## config.mk

```make
export PLATFORM = sky130hd
export DESIGN_NAME = axis_reg_pipeline
export DESIGN_NICKNAME = d
export VERILOG_FILES = /design/src/rtl/axis_reg_pipeline_pkg.sv /design/src/rtl/axis_skid_stage.sv /design/src/rtl/axis_reg_pipeline.sv
export SDC_FILE = /design/constraint.sdc
export NUM_CORES = 1
export LEC_CHECK = 0
export ABC_AREA = 1
export CAP_MARGIN = 20
export CORE_AREA = 4 4 448 450
export DETAILED_ROUTE_END_ITERATION = 7
export DIE_AREA = 0 0 452 454
export GPL_TIMING_DRIVEN = 0
export PLACE_DENSITY_LB_ADDON = 0.1
export SLEW_MARGIN = 20
export SYNTH_ARGS = -nofsm -noshare
export SYNTH_HDL_FRONTEND = slang
export SYNTH_SLANG_ARGS = --single-unit
export TNS_END_PERCENT = 1
```

## constraint.sdc

```tcl
create_clock -name aclk -period 17.52 [get_ports aclk]
set_clock_uncertainty 0.05 [all_clocks]
set_input_delay 3.504 -clock aclk [delete_from_list [all_inputs] [get_ports aclk]]
set_output_delay 3.504 -clock aclk [all_outputs]
set_load 0.005 [all_outputs]
```

## src/rtl/axis_reg_pipeline_pkg.sv

```systemverilog
// ============================================================================
// Module   : axis_reg_pipeline_pkg
// Brief    : Mode encodings, skid-stage state type and sizing helper for the
//            AXI-Stream register pipeline.
// Revision : 1.0 - initial release
// ============================================================================
`default_nettype none

package axis_reg_pipeline_pkg;

    localparam int AXIS_REG_FULL = 0;
    localparam int AXIS_REG_FWD  = 1;

    typedef enum logic [1:0] {
        SKID_EMPTY = 2'd0,
        SKID_ONE   = 2'd1,
        SKID_TWO   = 2'd2
    } skid_state_e;

    // Occupancy counter width; a bypass pipeline still exposes a 1-bit port.
    function automatic int occ_width(input int stages);
        return (stages < 1) ? 1 : $clog2(2 * stages + 1);
    endfunction

endpackage

`default_nettype wire

```

## src/rtl/axis_skid_stage.sv

```systemverilog
// ============================================================================
// Module   : axis_skid_stage
// Brief    : One AXI-Stream register slice: FULL (main+skid, registered ready)
//            or FWD (single register, combinational ready).
// Revision : 1.0 - initial release
// ============================================================================
`default_nettype none

module axis_skid_stage
    import axis_reg_pipeline_pkg::*;
#(
    parameter int WIDTH = 512,
    parameter int MODE  = 0,
    localparam int KEEP_W = WIDTH / 8
) (
    input  logic              aclk,
    input  logic              aresetn,
    input  logic              s_valid,
    output logic              s_ready,
    input  logic [WIDTH-1:0]  s_data,
    input  logic [KEEP_W-1:0] s_keep,
    input  logic              s_last,
    output logic              m_valid,
    input  logic              m_ready,
    output logic [WIDTH-1:0]  m_data,
    output logic [KEEP_W-1:0] m_keep,
    output logic              m_last,
    output logic [1:0]        count
);

    localparam int PAYLOAD_W = WIDTH + KEEP_W + 1;

    logic [PAYLOAD_W-1:0] s_payload;
    logic [PAYLOAD_W-1:0] main_q;

    assign s_payload = {s_last, s_keep, s_data};
    assign {m_last, m_keep, m_data} = main_q;

    if (MODE == AXIS_REG_FWD) begin : g_fwd
        logic valid_q;
        logic ready_en_q;
        logic accept;

        // ready_en_q holds ready low through reset and for the release edge.
        assign s_ready = ready_en_q && (!valid_q || m_ready);
        assign accept  = s_valid && s_ready;
        assign m_valid = valid_q;
        assign count   = {1'b0, valid_q};

        always_ff @(posedge aclk or negedge aresetn) begin
            if (!aresetn) begin
                valid_q    <= 1'b0;
                ready_en_q <= 1'b0;
            end else begin
                ready_en_q <= 1'b1;
                if (accept) begin
                    valid_q <= 1'b1;
                end else if (m_ready) begin
                    valid_q <= 1'b0;
                end
            end
        end

        always_ff @(posedge aclk) begin
            if (accept) begin
                main_q <= s_payload;
            end
        end
    end else begin : g_full
        skid_state_e          state_q;
        skid_state_e          state_d;
        logic                 ready_q;
        logic                 accept;
        logic                 take;
        logic                 load_main;
        logic                 load_skid;
        logic                 main_from_skid;
        logic [PAYLOAD_W-1:0] skid_q;

        assign accept  = s_valid && ready_q;
        assign take    = (state_q != SKID_EMPTY) && m_ready;
        assign s_ready = ready_q;
        assign m_valid = (state_q != SKID_EMPTY);
        assign count   = {state_q == SKID_TWO, state_q == SKID_ONE};

        always_comb begin
            state_d        = state_q;
            load_main      = 1'b0;
            load_skid      = 1'b0;
            main_from_skid = 1'b0;
            case (state_q)
                SKID_EMPTY: begin
                    if (accept) begin
                        state_d   = SKID_ONE;
                        load_main = 1'b1;
                    end
                end
                SKID_ONE: begin
                    if (accept && take) begin
                        load_main = 1'b1;
                    end else if (accept) begin
                        state_d   = SKID_TWO;
                        load_skid = 1'b1;
                    end else if (take) begin
                        state_d   = SKID_EMPTY;
                    end
                end
                SKID_TWO: begin
                    if (take) begin
                        state_d        = SKID_ONE;
                        main_from_skid = 1'b1;
                    end
                end
                default: state_d = SKID_EMPTY;
            endcase
        end

        // Ready is a flop looking one state ahead, so m_ready never reaches s_ready.
        always_ff @(posedge aclk or negedge aresetn) begin
            if (!aresetn) begin
                state_q <= SKID_EMPTY;
                ready_q <= 1'b0;
            end else begin
                state_q <= state_d;
                ready_q <= (state_d != SKID_TWO);
            end
        end

        always_ff @(posedge aclk) begin
            if (load_main) begin
                main_q <= s_payload;
            end else if (main_from_skid) begin
                main_q <= skid_q;
            end
            if (load_skid) begin
                skid_q <= s_payload;
            end
        end
    end

endmodule

`default_nettype wire

```

## src/rtl/axis_reg_pipeline.sv

```systemverilog
// ============================================================================
// Module   : axis_reg_pipeline
// Brief    : Cascade of STAGES AXI-Stream register slices with a beat
//            occupancy count; STAGES=0 is a plain wire-through.
// Revision : 1.0 - initial release
// ============================================================================
`default_nettype none

module axis_reg_pipeline
    import axis_reg_pipeline_pkg::*;
#(
    parameter int WIDTH  = 512,
    parameter int STAGES = 1,
    parameter int MODE   = 0,
    localparam int KEEP_W = WIDTH / 8,
    localparam int OCC_W  = occ_width(STAGES)
) (
    input  logic              aclk,
    input  logic              aresetn,
    input  logic              s_axis_tvalid,
    output logic              s_axis_tready,
    input  logic [WIDTH-1:0]  s_axis_tdata,
    input  logic [KEEP_W-1:0] s_axis_tkeep,
    input  logic              s_axis_tlast,
    output logic              m_axis_tvalid,
    input  logic              m_axis_tready,
    output logic [WIDTH-1:0]  m_axis_tdata,
    output logic [KEEP_W-1:0] m_axis_tkeep,
    output logic              m_axis_tlast,
    output logic [OCC_W-1:0]  occupancy
);

    if ((WIDTH % 8) != 0 || WIDTH < 8 || WIDTH > 1024) begin : g_bad_width
        $error("axis_reg_pipeline: WIDTH=%0d must be a multiple of 8 in 8..1024", WIDTH);
    end
    if (STAGES < 0 || STAGES > 8) begin : g_bad_stages
        $error("axis_reg_pipeline: STAGES=%0d must be in 0..8", STAGES);
    end
    if (MODE != AXIS_REG_FULL && MODE != AXIS_REG_FWD) begin : g_bad_mode
        $error("axis_reg_pipeline: MODE=%0d must be 0 (FULL) or 1 (FWD)", MODE);
    end

    if (STAGES == 0) begin : g_bypass
        assign m_axis_tvalid = s_axis_tvalid;
        assign s_axis_tready = m_axis_tready;
        assign m_axis_tdata  = s_axis_tdata;
        assign m_axis_tkeep  = s_axis_tkeep;
        assign m_axis_tlast  = s_axis_tlast;
        assign occupancy     = '0;
    end else begin : g_chain
        logic [STAGES:0]   vld;
        logic [STAGES:0]   rdy;
        logic [STAGES:0]   lst;
        logic [WIDTH-1:0]  dat     [STAGES+1];
        logic [KEEP_W-1:0] kep     [STAGES+1];
        logic [OCC_W-1:0]  occ_acc [STAGES+1];

        assign vld[0]        = s_axis_tvalid;
        assign s_axis_tready = rdy[0];
        assign dat[0]        = s_axis_tdata;
        assign kep[0]        = s_axis_tkeep;
        assign lst[0]        = s_axis_tlast;
        assign occ_acc[0]    = '0;

        for (genvar i = 0; i < STAGES; i++) begin : g_stage
            logic [1:0] cnt;

            axis_skid_stage #(
                .WIDTH (WIDTH),
                .MODE  (MODE)
            ) u_stage (
                .aclk    (aclk),
                .aresetn (aresetn),
                .s_valid (vld[i]),
                .s_ready (rdy[i]),
                .s_data  (dat[i]),
                .s_keep  (kep[i]),
                .s_last  (lst[i]),
                .m_valid (vld[i+1]),
                .m_ready (rdy[i+1]),
                .m_data  (dat[i+1]),
                .m_keep  (kep[i+1]),
                .m_last  (lst[i+1]),
                .count   (cnt)
            );

            assign occ_acc[i+1] = occ_acc[i] + OCC_W'(cnt);
        end

        assign m_axis_tvalid = vld[STAGES];
        assign rdy[STAGES]   = m_axis_tready;
        assign m_axis_tdata  = dat[STAGES];
        assign m_axis_tkeep  = kep[STAGES];
        assign m_axis_tlast  = lst[STAGES];
        assign occupancy     = occ_acc[STAGES];
    end

endmodule

`default_nettype wire

```

==> implementation parameters <==
Parameter                              Value

Synthesis
  Cell with the most instances after synthesis    nand2_1
  Post-synth top area share    approximately four fifths
  Syn Nets    roughly 3,700
  Async SR Flop Fraction    0.259%
  Number of unique standard cell types used by synthesis    13
  Most used flip-flop cell after synthesis    edfxtp_1
  Area of the mapped netlist    roughly 43,000 sq um
  Commonest cells in the synthesized netlist    nand2_1, edfxtp_1, nand3_1, buf_2, buf_6
  Number of flops mapped to enable cells by yosys    1,154
  Number of instances in the synthesized netlist    3,101
  Portion of the post-synthesis area used by sequential elements    80.1%
  Number of warnings issued by yosys    0
  Synthesized area divided by synthesized cell count    14.0 sq um
  Seq cells post-synth    ~1,200
  Largest area contributor in the synthesized netlist    edfxtp_1
  Ranking of synthesized cells by area    edfxtp_1, nand2_1, nand3_1, buf_6, buf_2

Critical path
  Worst-case register-to-register setup slack    around 14 ns
  Kind of end point of the critical path    flip-flop
  Path type of the worst setup path    in -> reg
  Critical path launch point type    input pin
  Worst endpoint data arrival time    6.94 ns
  Crit-path max FO    86
  Critical path data required time    17.87 ns

Pwr
  Proportion of power drawn by the clock network    about a third
  Peak ir drop on the vdd network    0.0798 mV
  Psw    around 2500 uW
  Leakage dissipation    0.0236 uW
  Seq pwr share    a little over two fifths
  Areal power density over the cells    around 140 nW/um^2
  Total internal power    6150 uW
  Switch share    28.8%
  Share of power burned in combinational logic    23.7%

Run
  Max_cap viols    0

Clock tree
  Number of resized instances in the post-cts repair step    0
  Post-CTS Setup Inserts    0
  Total of hold buffers inserted after clock tree synthesis    0
  CTS root buf    clkbuf_16
  Worst-Skew Late Latency    0.78 ns
  Clock slew at the register clock pins of the worst setup and hold paths    0.05 ns
  CTS tree    built
  TritonCTS buffer count    144
  Total clock sinks    approximately 1,200
  Maximum buffer depth of the clock tree    3
  Maximum level of the CTS H-tree    4

Timing
  F_max    152 MHz
  Setup TNS Final    0 ns
  Max-slew headroom at the worst pin    51.1%
  Transition time at the pin with the least slew margin    between 0.7 and 0.8 ns
  Hold Vio Cnt, Final    0
  Setup repair after global routing missed its margin    false
  Number of slew-limit violations in the final report    0
  Clock period minus worst slack    6.59 ns
  Endpoints failing setup    0
  Final Cycle Share    37.6%

Finish
  Sequential cell area    34,700 sq um
  Layout cell share with drive strength beyond 1    8.52%
  Count of fill cells added during filler insertion    ~20,000
  Layout Cells excl Fill    7,216
  Layout Cell Area excl Fill    between 60,000 and 70,000 sq um
  Number of nets in the final layout    5,011
  Area of the multi-input gates    7290 sq um
  Post-Route Utilization    32.2%
  Layout-stage area growth over the synthesis result    46.0%

Placed design
  Placer's final routability congestion estimate    0.808
  Cell area after placement    58,900 sq um
  DPL Wire Length    135,000 um
  Count of input and output buffers    approximately 1,200
  Cell count after placement    between 6,000 and 7,000

GRT
  Congestion Overflow GR    0
  Global-route wire length before repair    245,000 um
  Antenna violations before repair    between 100 and 150
  Global Route met2 Usage    30.8%
  Met3 usage in global routing    between 6 and 7%
  Global-route met1 utilization    between 10% and 20%
  Maximum number of pins on one net before global-route repair    87
  All-Layer GR Usage    17.0%
  Via count of the first global-routing pass    29,800
  Most congested layer reported by global routing    met2

Drt
  DR iter-0 viols    1,782
  Number of vias after detailed routing    ~30,000
  DRC Markers    0
  Antenna violation net count after detailed routing    0
  Vias/cell    roughly 4.1
  Per-cell routed wire length    25.2 um
  DRT Pass-1 Iters    7
  Detailed-route wire length    182,000 um

Outcome
  Run status    finished clean

Die
  Area of the die    205,000 sq um
  Chip height    454 um
  Die width    about 450 um
  Floorplan Core Area    197,000 sq um
  Std-Cell Rows    163
  Starting density of the core    between 20% and 30%
  Boundary pin count    1,162

Worst hold path
  Min-Delay Path Class    reg -> reg
[power by group through the flow]
stage | Clock [uW] | Sequential (uW) | Combinational (uW)
after floorplan | 0 | 4120 | 675
after global placement | 0 | 4340 | 2060
after detailed placement | 0 | 3810 | 2120
after CTS | 2950 | 3750 | 2130
after global routing | 3060 | 3790 | 2230
final | 2850 | 3750 | 2040
[per-layer routing]
metal  share of wire, %  up-vias
met5               0.20        -
met4                2.9       52
met3                8.7      333
met2                 52      992
met1                 36    14300
li1                   -    13800
[layout by cell type, fill, tap and decap left out, types with 3 or more instances in the layout]
cell type,n
buf_4,44
nand3_1,579
inv_6,5
clkdlybuf4s50_1,1161
clkinv_2,15
dfrtp_1,3
inv_1,3
buf_12,6
nor2_1,5
inv_16,3
buf_16,16
edfxtp_1,1154
buf_6,46
buf_2,89
clkbuf_1,57
clkbuf_16,149
clkinv_1,31
bufinv_16,4
nand2_1,1160
diode_2,35
[kinds of logic after synthesis]
| kind of cell | synth area share, % |
|---|---|
| simple gates | 16.8 |
| flops | 80.1 |
| compound gates | 0.0115 |
| buf+inv | 3.14 |
[sequential cells by signal, summed over array words and instances (netlist names)]
name and count:
g_chain.g_stage.u_stage.g_full.state_q 2, g_chain.g_stage.u_stage.s_ready 1, g_chain.g_stage.u_stage.g_full.skid_q 577, g_chain.g_stage.u_stage.main_q 577
[final timing paths]
path	start	endpoint	depth (start not counted)
worst min register to register	g_chain.g_stage[0].u_stage.g_full.skid_q[64]	g_chain.g_stage[0].u_stage.main_q[64]	2
worst min-delay path	g_chain.g_stage[0].u_stage.g_full.skid_q[64]	g_chain.g_stage[0].u_stage.main_q[64]	2
worst max-delay path	s_axis_tvalid	g_chain.g_stage[0].u_stage.g_full.skid_q[296]	9
min in group asynchronous	aresetn	g_chain.g_stage[0].u_stage.s_ready	1
max in group asynchronous	aresetn	g_chain.g_stage[0].u_stage.g_full.state_q[0]	1
worst max register to register	g_chain.g_stage[0].u_stage.s_ready	g_chain.g_stage[0].u_stage.g_full.skid_q[296]	8
[worst max-delay path, stage by stage]
cell	delay [ns]
clkdlybuf4s50_1	0.45
nand2_1	0.10
nor2_2	0.13
clkbuf_1	0.44
nand2_1	0.27
inv_8	0.51
buf_16	0.37
buf_16	0.45
buf_16	0.39
[final cells by class]
| type | count | area share [%] |
|---|---|---|
| Clock buffer | 194 | 6.17 |
| Buffer | 192 | 2.12 |
| Clock inverter | 63 | 0.745 |
| Tap cell | 2640 | 5.21 |
| Inverter | 5 | 0.0415 |
| Timing Repair Buffer | 1183 | 19.2 |
| Sequential cell | 1157 | 54.8 |
| Multi-Input combinational cell | 1747 | 11.5 |
| Antenna cell | 35 | 0.138 |
[metrics by stage]
stage / total power (uW) / hold WS [ns] / setup WS [ns]
finish: 8640 / 0.441 / 10.93
global route: 9070 / 0.457 / 10.64
CTS: 8840 / 0.444 / 10.79
detailed placement: 5930 / 0.446 / 9.94
global placement: 6390 / 0.440 / -12.16
floorplan: 4800 / 0.437 / 0.0619
No activity file was read; power rests on OpenSTA's default activity.
